==> config.mk <==
export PLATFORM = sky130hd
export DESIGN_NAME = mvb_frame_deserializer
export DESIGN_NICKNAME = d
export VERILOG_FILES = /design/src/rtl/mvb_frame_deserializer.sv
export SDC_FILE = /design/constraint.sdc
export NUM_CORES = 1
export LEC_CHECK = 0
export ABC_AREA = 0
export CORE_AREA = 2 2 100 102
export DETAILED_ROUTE_END_ITERATION = 12
export DIE_AREA = 0 0 102 104
export HOLD_SLACK_MARGIN = 0.08
export PLACE_DENSITY = 0.71
export SETUP_SLACK_MARGIN = 0.15
export SYNTH_ARGS = -nofsm -noshare
export SYNTH_HDL_FRONTEND = slang
export SYNTH_SLANG_ARGS = --single-unit
==> constraint.sdc <==
create_clock -name clk_3M -period 10.5 [get_ports clk_3M]
set_clock_uncertainty 0.1 [all_clocks]
set_input_delay 1.575 -clock clk_3M [delete_from_list [all_inputs] [get_ports clk_3M]]
set_output_delay 1.575 -clock clk_3M [all_outputs]
set_load 0.1 [all_outputs]
==> src/rtl/mvb_frame_deserializer.sv <==
`default_nettype none
// ============================================================================
// Module   : mvb_frame_deserializer
// Purpose  : MVB serial-to-word deserializer with per-block CRC7+parity check
//            stripping and frame-level ok/abort status, 3 MHz bit domain.
// Revision : 1.0  initial release
// ============================================================================
module mvb_frame_deserializer #(
    parameter int         WORD_W     = 16,
    parameter int         BLOCK_BITS = 64,
    parameter int         MAX_BLOCKS = 4,
    parameter logic [6:0] CRC_POLY   = 7'h65,
    parameter int         IDX_W      = 5
) (
    input  logic              clk_3M,
    input  logic              rst,
    input  logic              frame_start,
    input  logic              bit_valid,
    input  logic              data_in,
    input  logic              quality_error,
    input  logic [2:0]        frame_len_sel,
    output logic [WORD_W-1:0] word_data,
    output logic              word_valid,
    output logic [IDX_W-1:0]  word_index,
    output logic              block_done,
    output logic              crc_error,
    output logic              frame_done,
    output logic              frame_ok,
    output logic              frame_abort,
    output logic              busy
);

    localparam int                 c_LEN_W    = 10;
    localparam int                 c_WCNT_W   = $clog2(WORD_W + 1);
    localparam logic [c_LEN_W-1:0] c_BLK_BITS = c_LEN_W'(BLOCK_BITS);
    localparam logic [c_LEN_W-1:0] c_MAX_BITS = c_LEN_W'(MAX_BLOCKS * BLOCK_BITS);
    localparam logic [c_WCNT_W-1:0] c_WORD_W  = c_WCNT_W'(WORD_W);

    typedef enum logic [1:0] {
        S_IDLE  = 2'd0,
        S_DATA  = 2'd1,
        S_CHECK = 2'd2
    } state_t;

    state_t               r_state;
    state_t               w_state_next;
    logic [c_LEN_W-1:0]   r_data_left;
    logic [c_LEN_W-1:0]   r_blk_left;
    logic [c_WCNT_W-1:0]  r_wcnt;
    logic [IDX_W-1:0]     r_word_cnt;
    logic [6:0]           r_crc;
    logic                 r_par;
    logic [6:0]           r_chk;
    logic [2:0]           r_chk_cnt;
    logic                 r_frame_err;

    logic                 w_busy, w_go, w_sel_ok, w_qerr, w_start, w_abort;
    logic                 w_data_bit, w_chk_bit, w_blk_last, w_chk_last, w_more;
    logic [c_LEN_W-1:0]   w_sel_bits, w_first_blk, w_next_blk;
    logic [c_LEN_W-1:0]   w_data_left_cur, w_blk_left_cur;
    logic [6:0]           w_crc_base, w_crc_next;
    logic                 w_par_base, w_fb, w_mismatch;
    logic [7:0]           w_calc_chk, w_rx_chk;
    logic [c_WCNT_W-1:0]  w_wcnt_next;
    logic                 w_word_done;
    logic [IDX_W-1:0]     w_widx_base;
    logic [WORD_W-1:0]    w_word_next;

    always_comb begin
        w_busy          = (r_state != S_IDLE);
        w_go            = frame_start & bit_valid;
        w_sel_bits      = c_LEN_W'(16) << frame_len_sel;
        w_sel_ok        = (frame_len_sel <= 3'd4) && (w_sel_bits <= c_MAX_BITS);
        w_qerr          = bit_valid & quality_error & w_busy;
        w_start         = w_go & w_sel_ok & ~w_qerr;
        w_abort         = w_qerr | (w_go & (w_busy | ~w_sel_ok));
        w_data_bit      = w_start | ((r_state == S_DATA) & bit_valid & ~w_go & ~w_qerr);
        w_chk_bit       = (r_state == S_CHECK) & bit_valid & ~w_go & ~w_qerr;
        w_first_blk     = (w_sel_bits > c_BLK_BITS) ? c_BLK_BITS : w_sel_bits;
        w_next_blk      = (r_data_left > c_BLK_BITS) ? c_BLK_BITS : r_data_left;
        w_data_left_cur = w_start ? w_sel_bits : r_data_left;
        w_blk_left_cur  = w_start ? w_first_blk : r_blk_left;
        w_blk_last      = (w_blk_left_cur == c_LEN_W'(1));
        w_chk_last      = w_chk_bit & (r_chk_cnt == 3'd7);
        w_more          = (r_data_left != '0);

        // MSB-first LFSR; a new frame restarts the check from zero on bit 0
        w_crc_base      = w_start ? 7'd0 : r_crc;
        w_par_base      = w_start ? 1'b0 : r_par;
        w_fb            = data_in ^ w_crc_base[6];
        w_crc_next      = {w_crc_base[5:0], 1'b0} ^ (w_fb ? CRC_POLY : 7'd0);
        w_calc_chk      = {r_crc, (^r_crc) ^ r_par};
        w_rx_chk        = {r_chk, data_in};
        w_mismatch      = (w_calc_chk != w_rx_chk);

        w_wcnt_next     = (w_start ? '0 : r_wcnt) + c_WCNT_W'(1);
        w_word_done     = w_data_bit & (w_wcnt_next == c_WORD_W);
        w_widx_base     = w_start ? '0 : r_word_cnt;
    end

    generate
        if (WORD_W == 1) begin : g_word_bitwise
            assign w_word_next = data_in;
        end else begin : g_word_shift
            logic [WORD_W-2:0] r_part;
            always_ff @(posedge clk_3M or negedge rst) begin
                if (!rst)
                    r_part <= '0;
                else if (w_data_bit)
                    r_part <= w_word_next[WORD_W-2:0];
            end
            assign w_word_next = {r_part, data_in};
        end
    endgenerate

    always_comb begin
        w_state_next = r_state;
        if (w_data_bit)
            w_state_next = w_blk_last ? S_CHECK : S_DATA;
        else if (w_abort)
            w_state_next = S_IDLE;
        else if (w_chk_last)
            w_state_next = w_more ? S_DATA : S_IDLE;
    end

    always_ff @(posedge clk_3M or negedge rst) begin
        if (!rst)
            r_state <= S_IDLE;
        else
            r_state <= w_state_next;
    end

    always_ff @(posedge clk_3M or negedge rst) begin
        if (!rst) begin
            r_data_left <= '0;
            r_blk_left  <= '0;
            r_wcnt      <= '0;
            r_word_cnt  <= '0;
            r_crc       <= '0;
            r_par       <= 1'b0;
            r_chk       <= '0;
            r_chk_cnt   <= '0;
            r_frame_err <= 1'b0;
            word_data   <= '0;
            word_valid  <= 1'b0;
            word_index  <= '0;
            block_done  <= 1'b0;
            crc_error   <= 1'b0;
            frame_done  <= 1'b0;
            frame_ok    <= 1'b0;
            frame_abort <= 1'b0;
        end else begin
            word_valid  <= 1'b0;
            block_done  <= 1'b0;
            crc_error   <= 1'b0;
            frame_done  <= 1'b0;
            frame_ok    <= 1'b0;
            frame_abort <= w_abort;

            if (w_start) begin
                r_frame_err <= 1'b0;
                r_chk_cnt   <= '0;
                word_index  <= '0;
            end

            if (w_data_bit) begin
                r_data_left <= w_data_left_cur - c_LEN_W'(1);
                r_blk_left  <= w_blk_left_cur - c_LEN_W'(1);
                r_crc       <= w_crc_next;
                r_par       <= w_par_base ^ data_in;
                if (w_word_done) begin
                    r_wcnt     <= '0;
                    word_data  <= w_word_next;
                    word_valid <= 1'b1;
                    word_index <= w_widx_base;
                    r_word_cnt <= w_widx_base + IDX_W'(1);
                end else begin
                    r_wcnt     <= w_wcnt_next;
                    r_word_cnt <= w_widx_base;
                end
            end

            if (w_chk_bit) begin
                r_chk     <= w_rx_chk[6:0];
                r_chk_cnt <= r_chk_cnt + 3'd1;
            end

            // Verdict for the block; the next block restarts the check from zero
            if (w_chk_last) begin
                block_done  <= 1'b1;
                crc_error   <= w_mismatch;
                r_frame_err <= r_frame_err | w_mismatch;
                r_crc       <= '0;
                r_par       <= 1'b0;
                r_blk_left  <= w_next_blk;
                if (!w_more) begin
                    frame_done <= 1'b1;
                    frame_ok   <= ~(r_frame_err | w_mismatch);
                end
            end
        end
    end

    assign busy = w_busy;

endmodule
`default_nettype wire

==> After elaboration in Yosys (flattened, before gate mapping) <==
Index checks and enable logic that the tools add are counted.
{ "word_totals": {"ram_bits": 0, "reg_bits": 93, "word_cells": 107, "output_inout_bits": 28, "input_bits": 9, "romBits": 0, "latchBits": 0, "memories": 0} }
{ "op_classes": {"mul": 0, "bitwise": 26, "reduce_logical": 9, "magnitude_cmp": 4, "div": 0, "eq_ne": 6, "n_addsub": 5, "n_mux": 37, "shift": 1} }
{ "ops": {"columns": ["op", "count"], "rows": [
  ["2-to-1 mux 10 bit", 6],
  ["2-to-1 mux 5 bit", 7],
  ["2-to-1 mux 7 bit", 4],
  ["greater-than comparator 10 x 7 -> 1 bit, second input constant", 2],
  ["subtractor 10 x 1 -> 10 bit, second input constant", 2],
  ["bitwise AND 1 bit", 14],
  ["2-to-1 mux 1 bit", 14],
  ["adder 5 x 1 -> 5 bit, second input constant", 2],
  ["equality test 10 x 1 -> 1 bit, second input constant", 1],
  ["less-or-equal comparator 10 x 9 -> 1 bit, second input constant", 1],
  ["nonzero test 10 bit", 1],
  ["left shift 5 x 3 -> 10 bit, first input constant", 1],
  ["2-to-1 mux 2 bit", 4],
  ["!= test 8 bit", 1],
  ["nonzero test 2 bit", 4],
  ["XOR reduction 7 bit", 1],
  ["bitwise XOR 7 bit", 1],
  ["2-to-1 mux 3 bit", 2],
  ["equality test 5 bit, second input constant", 1],
  ["inverter 1 bit", 4],
  ["bitwise OR 1 bit", 4],
  ["adder 3 x 1 -> 3 bit, second input constant", 1],
  ["equality test 3 bit, second input constant", 1],
  ["less-or-equal comparator 3 bit, second input constant", 1],
  ["6 further kinds", 8]
]} }

==> Depth between registers and ports, before layout <==
Gate-level depths: netlist of run 1.
{ "logic_depth": {"depth_word": 11, "mapped_depth": 15, "depth_no_buf": 11} }

==> Worst setup path after synthesis of run 1 <==
OpenSTA, ideal clock, no wires.
{ "synth_timing": {"path_kind": "input to register", "from": "input frame_len_sel[2]", "to": "register word_data[11]", "required_ns": 10.275, "cell_stages": 13, "n_path_buf": 4, "arrival_time_ns": 5.113, "setup_ns": 0.125, "path_slack_ns": 5.162, "path_cell_list": "clkbuf_1 inv_1 ha_1 o41ai_1 nand3_1 clkbuf_1 clkbuf_1 and2_1 ha_1 a2111o_1 a2111oi_4 buf_6 mux2_2"} }
{ "synth_between": {"elab_chain_len": 10, "word_cells_on_any_way": 12, "cone_classes": "1 x add/sub; 2 x order compare; 1 x eq/ne; 1 x shift; 1 x mux; 4 x bitwise; 2 x reduce/logical"} }
{ "synth_rtl": {"columns": ["element", "line", "text"], "rows": [
  ["start, declared", "21", "input logic [2:0] frame_len_sel,"],
  ["left shift 5 x 3 -> 10 bit", "72", "w_sel_bits = c_LEN_W'(16) << frame_len_sel;"],
  ["less-or-equal comparator 10 x 9 -> 1 bit", "73", "w_sel_ok = (frame_len_sel <= 3'd4) && (w_sel_bits <= c_MAX_BITS);"],
  ["logical AND 1 bit *", "73", null],
  ["bitwise AND 1 bit * (2 in a row)", "75", "w_start = w_go & w_sel_ok & ~w_qerr;"],
  ["2-to-1 mux 5 bit", "96", "w_wcnt_next = (w_start ? '0 : r_wcnt) + c_WCNT_W'(1);"],
  ["adder 5 x 1 -> 5 bit", "96", null],
  ["equality test 5 bit", "97", "w_word_done = w_data_bit & (w_wcnt_next == c_WORD_W);"],
  ["bitwise AND 1 bit", "97", null],
  ["AND reduction 2 bit (no source line) *", null, null],
  ["end signal, assigned", "173", "word_data <= w_word_next;"],
  ["end, declared", "22", "output logic [WORD_W-1:0] word_data,"]
]} }
Every way passes the cells marked *; elsewhere a longest branch is shown, timed or not.
A chain may end at the register's enable or synchronous reset.

==> Worst setup path in the final report of run 1 <==
{ "layout_timing": {"from": "input frame_len_sel[2]", "to": "register word_data[2]"} }
Same word-level chain as after synthesis.

==> run_results.csv, run 1 <==
group,metric,value,unit
drt,routedWlPerCell,15.9,µm
layout,area_growth_syn_to_layout,13.4,%
timing,report.final.slew_viol_count,0,
logic_synthesis,synth_area_per_cell,9.86,µm²
setup_path,r2r_slack,7.04,ns
setup_path,cp-startpoint,"frame_len_sel[2]",
setup_path,criticalPathCategory,"primary input to register",
setup_path,cpMostUsedCell,"ha_1",
timing,final.min_clock_period,5.27,ns
clock_network,post_cts_buffers,0,
drt,first_pass_iters,5,
logic_synthesis,yosysUniqueCellTypes,61,
grt,grtUsageTotal,0.215,
drt,drcViolationCount,0,
logic_synthesis,synth_cells,489,
power,switching_share,0.348,
floorplan,dieHeight,104,µm
clock_network,clk_pin_slew,0.09,ns
floorplan,start_util,0.505,
timing,finalSetupViolCount,0,
place,dp_slack,4.88,ns
power,intPower,0.677,mW
setup_path,path_max_fanout,32,
setup_path,endpoint_kind,"register",
clock_network,clock_path_buffers,2,
setup_path,crit_family,"compound AO/OA/AOI/OAI gates",
logic_synthesis,yosysMostFrequentCell,"dfrtp_1",
logic_synthesis,synth_top_area_share,0.482,
clock_network,cts.root.buffer_cell,"clkbuf_8",
logic_synthesis,synth-seq-cells,93,
drt,drt-total-wl,10400,µm
power,p_leak,2.52,nW
layout,drive_gt1_frac,0.104,
hold_path,min_path_type,"register to register",
power,power_switching,0.361,mW
drt,ant_nets,0,
timing,period_share,0.502,
setup_path,slowest_stage,"clkdlybuf4s50_1",
timing,setup-tns-final,0,ns
logic_synthesis,seq_area_frac_synth,0.482,
logic_synthesis,synth.largest_area_cell,"dfrtp_1",
grt,grt_pass1_wl,18300,µm
grt,grt_start_max_net_pins,51,
drt,vias_per_cell,5.75,
logic_synthesis,synth.area.top_cells,"dfrtp_1 48%, nand2_1 6.9%, mux2_2 5.6%, xnor2_1 2.9%, ha_1 2.6%",
drt,drtIter0Drc,310,
grt,grt.overflow.total,0,
setup_path,crit_path_start_kind,"primary input",
setup_path,reg2reg_from,"r_state[1]$_DFFE_PN0P_",
logic_synthesis,synth_commonest_cells,"93 x dfrtp_1, 89 x nand2_1, 31 x nor2_1, 24 x mux2_2, 21 x a21oi_1",
timing,clock.fmax,190,MHz
timing,hold_violations,0,
outcome,status,"finished, final reports clean",
place,placedCellCount,637,
power,power,1.04,mW
setup_path,arrival,5.42,ns
logic_synthesis,synth_edf_count,0,
place,gp_congestion,0.896,
timing,setup_slack,5.23,ns
clock_network,clock-sinks,93,
layout,fin_cells,652,
layout,antenna_cells,0,
logic_synthesis,synthesis.area,0.00482,mm²
grt,grt_pass1_vias,3633,
floorplan,dieArea,0.0106,mm²
floorplan,ioPinCount,37,
logic_synthesis,synthArstFlopShare,1.00,
power,cellPowerDensity,190,mW/mm²
logic_synthesis,ys_warn_count,0,
power,p_comb_frac,0.266,
floorplan,coreArea,0.00955,mm²
job,cap_violations,0,
clock_network,cts_tree,"yes",
layout,fillers,866,
logic_synthesis,synth_top_flop_cell,"dfrtp_1",
power,ir_worst_vdd,0.110,mV
setup_path,slowest_delay,0.63,ns
power,pwr-share-clk,0.250,
clock_network,htreeDepth,3,
grt,antenna_found_initial,0,
layout,fin_nets,534,
logic_synthesis,synth_nets,508,
setup_path,required,10.65,ns
clock_network,ctsResizeCount,0,
clock_network,cts_made_buffers,9,
drt,vias,3749,
timing,timing.slew.headroom,0.265,
place,place_hpwl,6940,µm
floorplan,dieWidth,102,µm
setup_path,critPathBufInv,3,
power,p_seq_frac,0.483,
timing,tightest_slew,1.09,ns
floorplan,rows,36,
place,numPortBuffers,36,
clock_network,clkLatencyLatePin,0.37,ns
setup_path,path_cells,"clkdlybuf4s50_1 -> inv_1 -> ha_1 -> o41ai_1 -> nand3_1 -> and2_1 -> ha_1 -> a2111o_1 -> a2111oi_4 -> buf_4 -> mux2_2",
hold_path,min_from,"g_word_shift.r_part[14]$_DFFE_PN0N_",
clock_network,ctsHoldBuffers,0,
timing,rsz0062_at_grt,"no",
## final timing paths
kind                                                       end  depth (start not counted)
max                                   word_data[2]$_DFFE_PN0P_                         11
min                        g_word_shift.r_part[14]$_DFFE_PN0N_                          2
max reg2reg                           word_data[2]$_DFFE_PN0P_                          8
min reg2reg                g_word_shift.r_part[14]$_DFFE_PN0N_                          2
max in group asynchronous   g_word_shift.r_part[0]$_DFFE_PN0N_                          2
min in group asynchronous              word_index[3]$_DFF_PN0_                          1
## kinds of logic (layout without fill, tap and decap cells)
logic type | count (synthesis) | count (layout) | synth area share
buffers and inverters | 40 | 70 | 0.0389
xor gates and xnor gates | 30 | 30 | 0.0573
AOI/OAI and AO/OA | 100 | 100 | 0.149
and+or+nand+nor | 186 | 186 | 0.178
muxes | 30 | 30 | 0.0685
adders and majority gates | 10 | 10 | 0.0259
DFF | 93 | 93 | 0.482
## flip-flops by register name, indices dropped and copies added, names as in the netlist, 2 cells and up
name	flops
r_chk_cnt	3
word_data	16
r_state	2
word_index	5
r_blk_left	10
r_crc	7
r_data_left	10
g_word_shift.r_part	15
r_wcnt	5
r_chk	7
r_word_cnt	5
## through the flow
step	instance area, µm²	hold slack (ns)	util
final	5470	0.378	0.573
after global routing	5470	0.412	0.573
after CTS	5470	0.383	0.573
after detailed placement	5260	0.364	0.550
after global placement	5260	0.348	0.550
after floorplan	4820	0.333	-
## metal layers
layer,GRT usage,vias to the layer above,part of all wire
li1,-,1787,-
met1,0.318,1843,0.47
met2,0.316,105,0.46
met3,0.0376,14,0.053
met4,0.0790,0,0.016
met5,0,-,0
## worst reg2reg max path: stages (launching register included)
cell,delay (ns)
dfrtp_1,0.50
o21ai_0,0.53
nand3_1,0.18
and2_1,0.24
ha_1,0.26
a2111o_1,0.37
a2111oi_4,0.36
buf_4,0.41
mux2_2,0.40
## power groups by stage
| stage | clock, mW | combinational [mW] | sequential (mW) |
|---|---|---|---|
| 2_1_floorplan | 0 | 0.227 | 0.482 |
| 3_3_place_gp | 0 | 0.268 | 0.505 |
| 3_5_place_dp | 0 | 0.278 | 0.507 |
| 4_1_cts | 0.267 | 0.279 | 0.500 |
| 5_1_grt | 0.282 | 0.313 | 0.514 |
| 6_report | 0.260 | 0.277 | 0.502 |
## area by class of cell
cell class	instances	area [µm²]	share of cell area
Sequential cell	93	2330	0.426
Multi-Input combinational cell	356	2310	0.423
Clock inverter	6	87.6	0.0160
Inverter	13	48.8	0.00892
Timing Repair Buffer	42	403	0.0737
Clock buffer	9	124	0.0227
Tap cell	133	166	0.0304
## cells in the final DEF (no fill, tap or decap), drive strengths merged, types with 11 or more instances in the layout
| cell | n |
|---|---|
| nand3 | 19 |
| nor3 | 11 |
| a21oi | 21 |
| dfrtp | 93 |
| inv | 14 |
| mux2 | 24 |
| xnor2 | 16 |
| o21ai | 20 |
| nand2 | 89 |
| clkdlybuf4s50 | 35 |
| nor2 | 31 |
| xor2 | 13 |
(Power assumes the default switching activity.)
==> inputs of run 2 (changes only) <==
clock period = 5.17 ns   (was 10.5 ns; I/O delays follow)
==> run_results.csv, run 2 (synthesis results as in run 1) <==
group,metric,value,unit
place,dp_slack,0.393,ns
power,cellPowerDensity,386,mW/mm²
clock_network,ctsResizeCount,0,
timing,report.final.slew_viol_count,0,
layout,antenna_cells,0,
setup_path,arrival,4.59,ns
clock_network,cts.root.buffer_cell,"clkbuf_8",
setup_path,slowest_delay,0.62,ns
layout,drive_gt1_frac,0.113,
floorplan,dieArea,0.0106,mm²
floorplan,rows,36,
clock_network,clock_path_buffers,2,
grt,antenna_found_initial,0,
timing,finalSetupViolCount,0,
setup_path,endpoint_kind,"register",
drt,drcViolationCount,0,
setup_path,criticalPathCategory,"primary input to register",
layout,area_growth_syn_to_layout,14.2,%
timing,clock.fmax,226,MHz
timing,final.min_clock_period,4.43,ns
drt,routedWlPerCell,16.3,µm
layout,design_area,0.00551,mm²
timing,rsz0062_at_grt,"no",
setup_path,path_cells,"clkdlybuf4s50_1 -> inv_1 -> ha_1 -> o41ai_1 -> nand3_1 -> and2_1 -> ha_1 -> a2111o_1 -> a2111oi_4 -> buf_4 -> mux2_2",
clock_network,cts_tree,"yes",
floorplan,ioPinCount,37,
timing,setup_slack,0.741,ns
job,cap_violations,0,
setup_path,r2r_slack,1.74,ns
drt,ant_nets,0,
grt,grt.overflow.total,0,
hold_path,min_path_type,"primary input to async pin",
layout,largest_reg_flops,16,
clock_network,cts_made_buffers,9,
clock_network,htreeDepth,3,
clock_network,post_cts_buffers,0,
setup_path,r2r_cells,8,
clock_network,ctsHoldBuffers,0,
layout,top_regs,"word_data: 16 flops, g_word_shift.r_part: 15 flops",
layout,layout_commonest_cell,"dfrtp_1",
layout,final_cell_mix,"93 x dfrtp_1, 89 x nand2_1, 35 x clkdlybuf4s50_1, 30 x nor2_1, 24 x mux2_2",
timing,tightest_slew,1.09,ns
timing,setup-tns-final,0,ns
place,gp_congestion,0.888,
floorplan,coreArea,0.00955,mm²
setup_path,required,5.33,ns
grt,grtUsageTotal,0.216,
setup_path,slowest_stage,"clkdlybuf4s50_1",
timing,hold_violations,0,
drt,vias_per_cell,5.76,
floorplan,dieHeight,104,µm
timing,period_share,0.857,
setup_path,crit_path_start_kind,"primary input",
floorplan,dieWidth,102,µm
place,numPortBuffers,36,
setup_path,path_max_fanout,32,
outcome,status,"finished, final reports clean",
power,ir_worst_vdd,0.206,mV
floorplan,start_util,0.505,
place,dpl-instance-area,0.00529,mm²
grt,grt_pass1_vias,3824,
grt,grt_pass1_wl,18200,µm
setup_path,worst_r2r_endpoint,"word_data[4]$_DFFE_PN0P_",
timing,hold_ws,0.206,ns
drt,vias,3787,
clock_network,clk_pin_slew,0.10,ns
setup_path,cpMostUsedCell,"ha_1",
place,place_hpwl,7320,µm
grt,grt_start_max_net_pins,68,
clock_network,clkLatencyLatePin,0.37,ns
drt,first_pass_iters,5,
setup_path,reg2reg_from,"r_state[0]$_DFFE_PN0P_",
layout,largest-register,"word_data",
timing,timing.slew.headroom,0.270,
drt,drt-total-wl,10700,µm
drt,drtIter0Drc,266,
power,p_leak,2.55,nW
layout,fin_nets,538,
clock_network,clock-sinks,93,
==> run 2: cell count changes in the layout (fill, tap and decap cells not counted) <==
cell   before  now
buf_4       7   11
inv_6       1    2
==> run 2: power by group <==
| group | internal, mW | switching [mW] |
|---|---|---|
| sequential | 0.856 | 0.167 |
| clock | 0.275 | 0.261 |
| combinational | 0.251 | 0.315 |
==> run 2: layout make-up <==
type | instances | area, µm²
Fill cell | 852 | 4040
Tap cell | 133 | 166
Clock buffer | 9 | 124
Multi-Input combinational cell | 356 | 2310
Clock inverter | 7 | 96.3
Timing Repair Buffer | 46 | 433
Sequential cell | 93 | 2330
Inverter | 13 | 48.8
==> run 2: worst max-delay path, delay by kind of cell <==
kind | cells | cell delay [ns]
buffers and inverters | 3 | 1.23
AO/OA/AOI/OAI | 3 | 1.19
adder cells (fa/ha/maj) | 2 | 0.51
AND/OR/NAND/NOR | 2 | 0.49
multiplexers | 1 | 0.38
==> run 2: how the worst max path moves through the flow <==
stage,from,end,slack [ns]
after detailed placement,frame_len_sel[2],word_data[13]$_DFFE_PN0P_,0.39
after global placement,frame_len_sel[2],word_data[2]$_DFFE_PN0P_,0.48
after floorplan,frame_len_sel[2],word_data[11]$_DFFE_PN0P_,0.63
after CTS,frame_len_sel[2],word_data[5]$_DFFE_PN0P_,0.79
final,frame_len_sel[2],word_data[4]$_DFFE_PN0P_,0.74
after global routing,frame_len_sel[2],word_data[5]$_DFFE_PN0P_,0.40
==> run 2: per-layer routing <==
metal	wire length (µm)	vias to the layer above	GRT usage
met5	0	-	0
met4	289	0	0.101
met3	622	23	0.0410
met2	5100	120	0.342
met1	4720	1844	0.286
li1	-	1800	-
==> run 2: metrics by stage <==
stage               cells   util  power (mW)
floorplan             489      -        1.44
global placement      641  0.554        1.57
detailed placement    641  0.554        1.60
CTS                   657  0.577        2.14
global route          657  0.577        2.26
finish                657  0.577        2.12
==> inputs of run 3 (changes only) <==
CORE_AREA = 2 2 102 104   (was 2 2 100 102)
DIE_AREA = 0 0 104 106   (was 0 0 102 104)
PLACE_DENSITY = 0.68   (was 0.71)
==> run_results.csv, run 3 (synthesis results as in run 1) <==
group,metric,value,unit
setup_path,slowest_stage,"o41ai_1",
clock_network,cts.root.buffer_cell,"clkbuf_8",
grt,antenna_found_initial,0,
clock_network,ctsResizeCount,0,
drt,routedWlPerCell,16.3,µm
place,numPortBuffers,36,
clock_network,cts_tree,"yes",
drt,vias_per_cell,5.77,
setup_path,required,5.32,ns
layout,area_growth_syn_to_layout,14.0,%
layout,fin_nets,539,
setup_path,endpoint_kind,"register",
power,p_comb_frac,0.270,
grt,grt.overflow.total,0,
clock_network,clkLatencyLatePin,0.37,ns
floorplan,ioPinCount,37,
layout,fillers,929,
timing,report.final.slew_viol_count,0,
drt,drt-total-wl,10700,µm
timing,final.min_clock_period,4.52,ns
setup_path,reg2reg_from,"r_state[0]$_DFFE_PN0P_",
grt,grt_pass1_vias,3872,
setup_path,crit_path_start_kind,"primary input",
power,intPower,1.35,mW
job,cap_violations,0,
power,pwr-share-clk,0.240,
place,place_hpwl,7220,µm
power,cellPowerDensity,381,mW/mm²
timing,clock.fmax,221,MHz
timing,setup_slack,0.651,ns
timing,timing.slew.headroom,0.346,
floorplan,start_util,0.482,
clock_network,post_cts_buffers,0,
drt,vias,3809,
clock_network,clk_pin_slew,0.09,ns
hold_path,min_path_type,"primary input to async pin",
timing,hold_violations,0,
setup_path,cpMostUsedCell,"ha_1",
drt,first_pass_iters,4,
setup_path,slowest_delay,0.58,ns
grt,grt_pass1_wl,18500,µm
floorplan,coreArea,0.0100,mm²
layout,layout_commonest_cell,"dfrtp_1",
place,gp_congestion,0.922,
timing,rsz0062_at_grt,"no",
place,dp_slack,0.304,ns
layout,antenna_cells,0,
grt,grtUsageTotal,0.208,
timing,finalSetupViolCount,0,
drt,drcViolationCount,0,
layout,largest-register,"word_data",
clock_network,htreeDepth,3,
setup_path,path_max_fanout,32,
layout,top_regs,"word_data: 16 flops, g_word_shift.r_part: 15 flops",
power,power,2.09,mW
power,p_leak,2.54,nW
clock_network,ctsHoldBuffers,0,
floorplan,dieArea,0.0110,mm²
setup_path,path_cells,"clkdlybuf4s50_1 -> inv_1 -> ha_1 -> o41ai_1 -> nand3_1 -> and2_1 -> ha_1 -> a2111o_1 -> a2111oi_4 -> buf_4 -> mux2_2",
timing,tightest_slew,0.978,ns
drt,ant_nets,0,
timing,setup-tns-final,0,ns
clock_network,clock-sinks,93,
grt,grt_start_max_net_pins,50,
setup_path,cp-startpoint,"frame_len_sel[2]",
clock_network,cts_made_buffers,9,
layout,drive_gt1_frac,0.113,
power,power_switching,0.739,mW
power,switching_share,0.353,
floorplan,rows,37,
layout,largest_reg_flops,16,
floorplan,dieHeight,106,µm
timing,period_share,0.874,
setup_path,arrival,4.67,ns
power,ir_worst_vdd,0.201,mV
power,p_seq_frac,0.490,
clock_network,clock_path_buffers,2,
layout,final_cell_mix,"93 x dfrtp_1, 89 x nand2_1, 35 x clkdlybuf4s50_1, 30 x nor2_1, 24 x mux2_2",
setup_path,criticalPathCategory,"primary input to register",
drt,drtIter0Drc,200,
floorplan,dieWidth,104,µm
outcome,status,"finished, final reports clean",
==> run 3: cell count changes in the layout (fill, tap and decap cells not counted) <==
cell / before / now
clkinv_4: 1 / 0
inv_6: 2 / 0
clkinvlp_4: 0 / 1
bufinv_16: 2 / 1
buf_4: 11 / 12
clkbuf_8: 9 / 11
==> run 3: area by class of cell <==
cell class	instances	area [µm²]	area share
clock inverter	4	47.5	0.00865
timing repair buffer	47	440	0.0801
sequential	93	2330	0.423
tap	136	170	0.0310
inverter	13	48.8	0.00888
clock buffer	11	151	0.0275
multi-input combinational	356	2310	0.420
==> run 3: metal layers <==
metal	wire (µm)	vias to the layer above	track usage
li1	-	1800	-
met1	4830	1873	0.271
met2	5180	109	0.338
met3	510	27	0.0399
met4	221	0	0.0965
met5	0	-	0
==> run 3: power by group through the flow <==
stage,Combinational [mW],Clock [mW],Sequential [mW]
finish,0.564,0.502,1.03
floorplan,0.462,0,0.979
detailed placement,0.566,0,1.04
global route,0.644,0.536,1.05
global placement,0.547,0,1.03
CTS,0.568,0.510,1.02
==> run 3: final timing paths <==
check | endpoint | slack [ns] | cells after the start
min reg2reg | g_word_shift.r_part[14]$_DFFE_PN0N_ | 0.37 | 2
min in group clk_3M | g_word_shift.r_part[14]$_DFFE_PN0N_ | 0.37 | 2
max reg2reg | word_data[5]$_DFFE_PN0P_ | 1.42 | 8
min | r_data_left[8]$_DFFE_PN0N_ | 0.32 | 1
max in group asynchronous | g_word_shift.r_part[4]$_DFFE_PN0N_ | 3.62 | 2
max | word_data[5]$_DFFE_PN0P_ | 0.65 | 11
==> run 3: metrics by stage <==
step	hold WS, ns	util	instance area (µm²)	instances
floorplan	0.333	-	4820	489
global placement	0.353	0.530	5300	645
detailed placement	0.359	0.530	5300	645
CTS	0.341	0.550	5500	660
global route	0.369	0.550	5500	660
finish	0.315	0.550	5500	660
==> run 3: worst max-delay path, delay by kind of cell <==
kind	cells	cell delay (ns)
AO/OA/AOI/OAI	3	1.28
AND/OR/NAND/NOR	2	0.69
multiplexers	1	0.38
adder cells (fa/ha/maj)	2	0.51
buffers and inverters	3	1.01
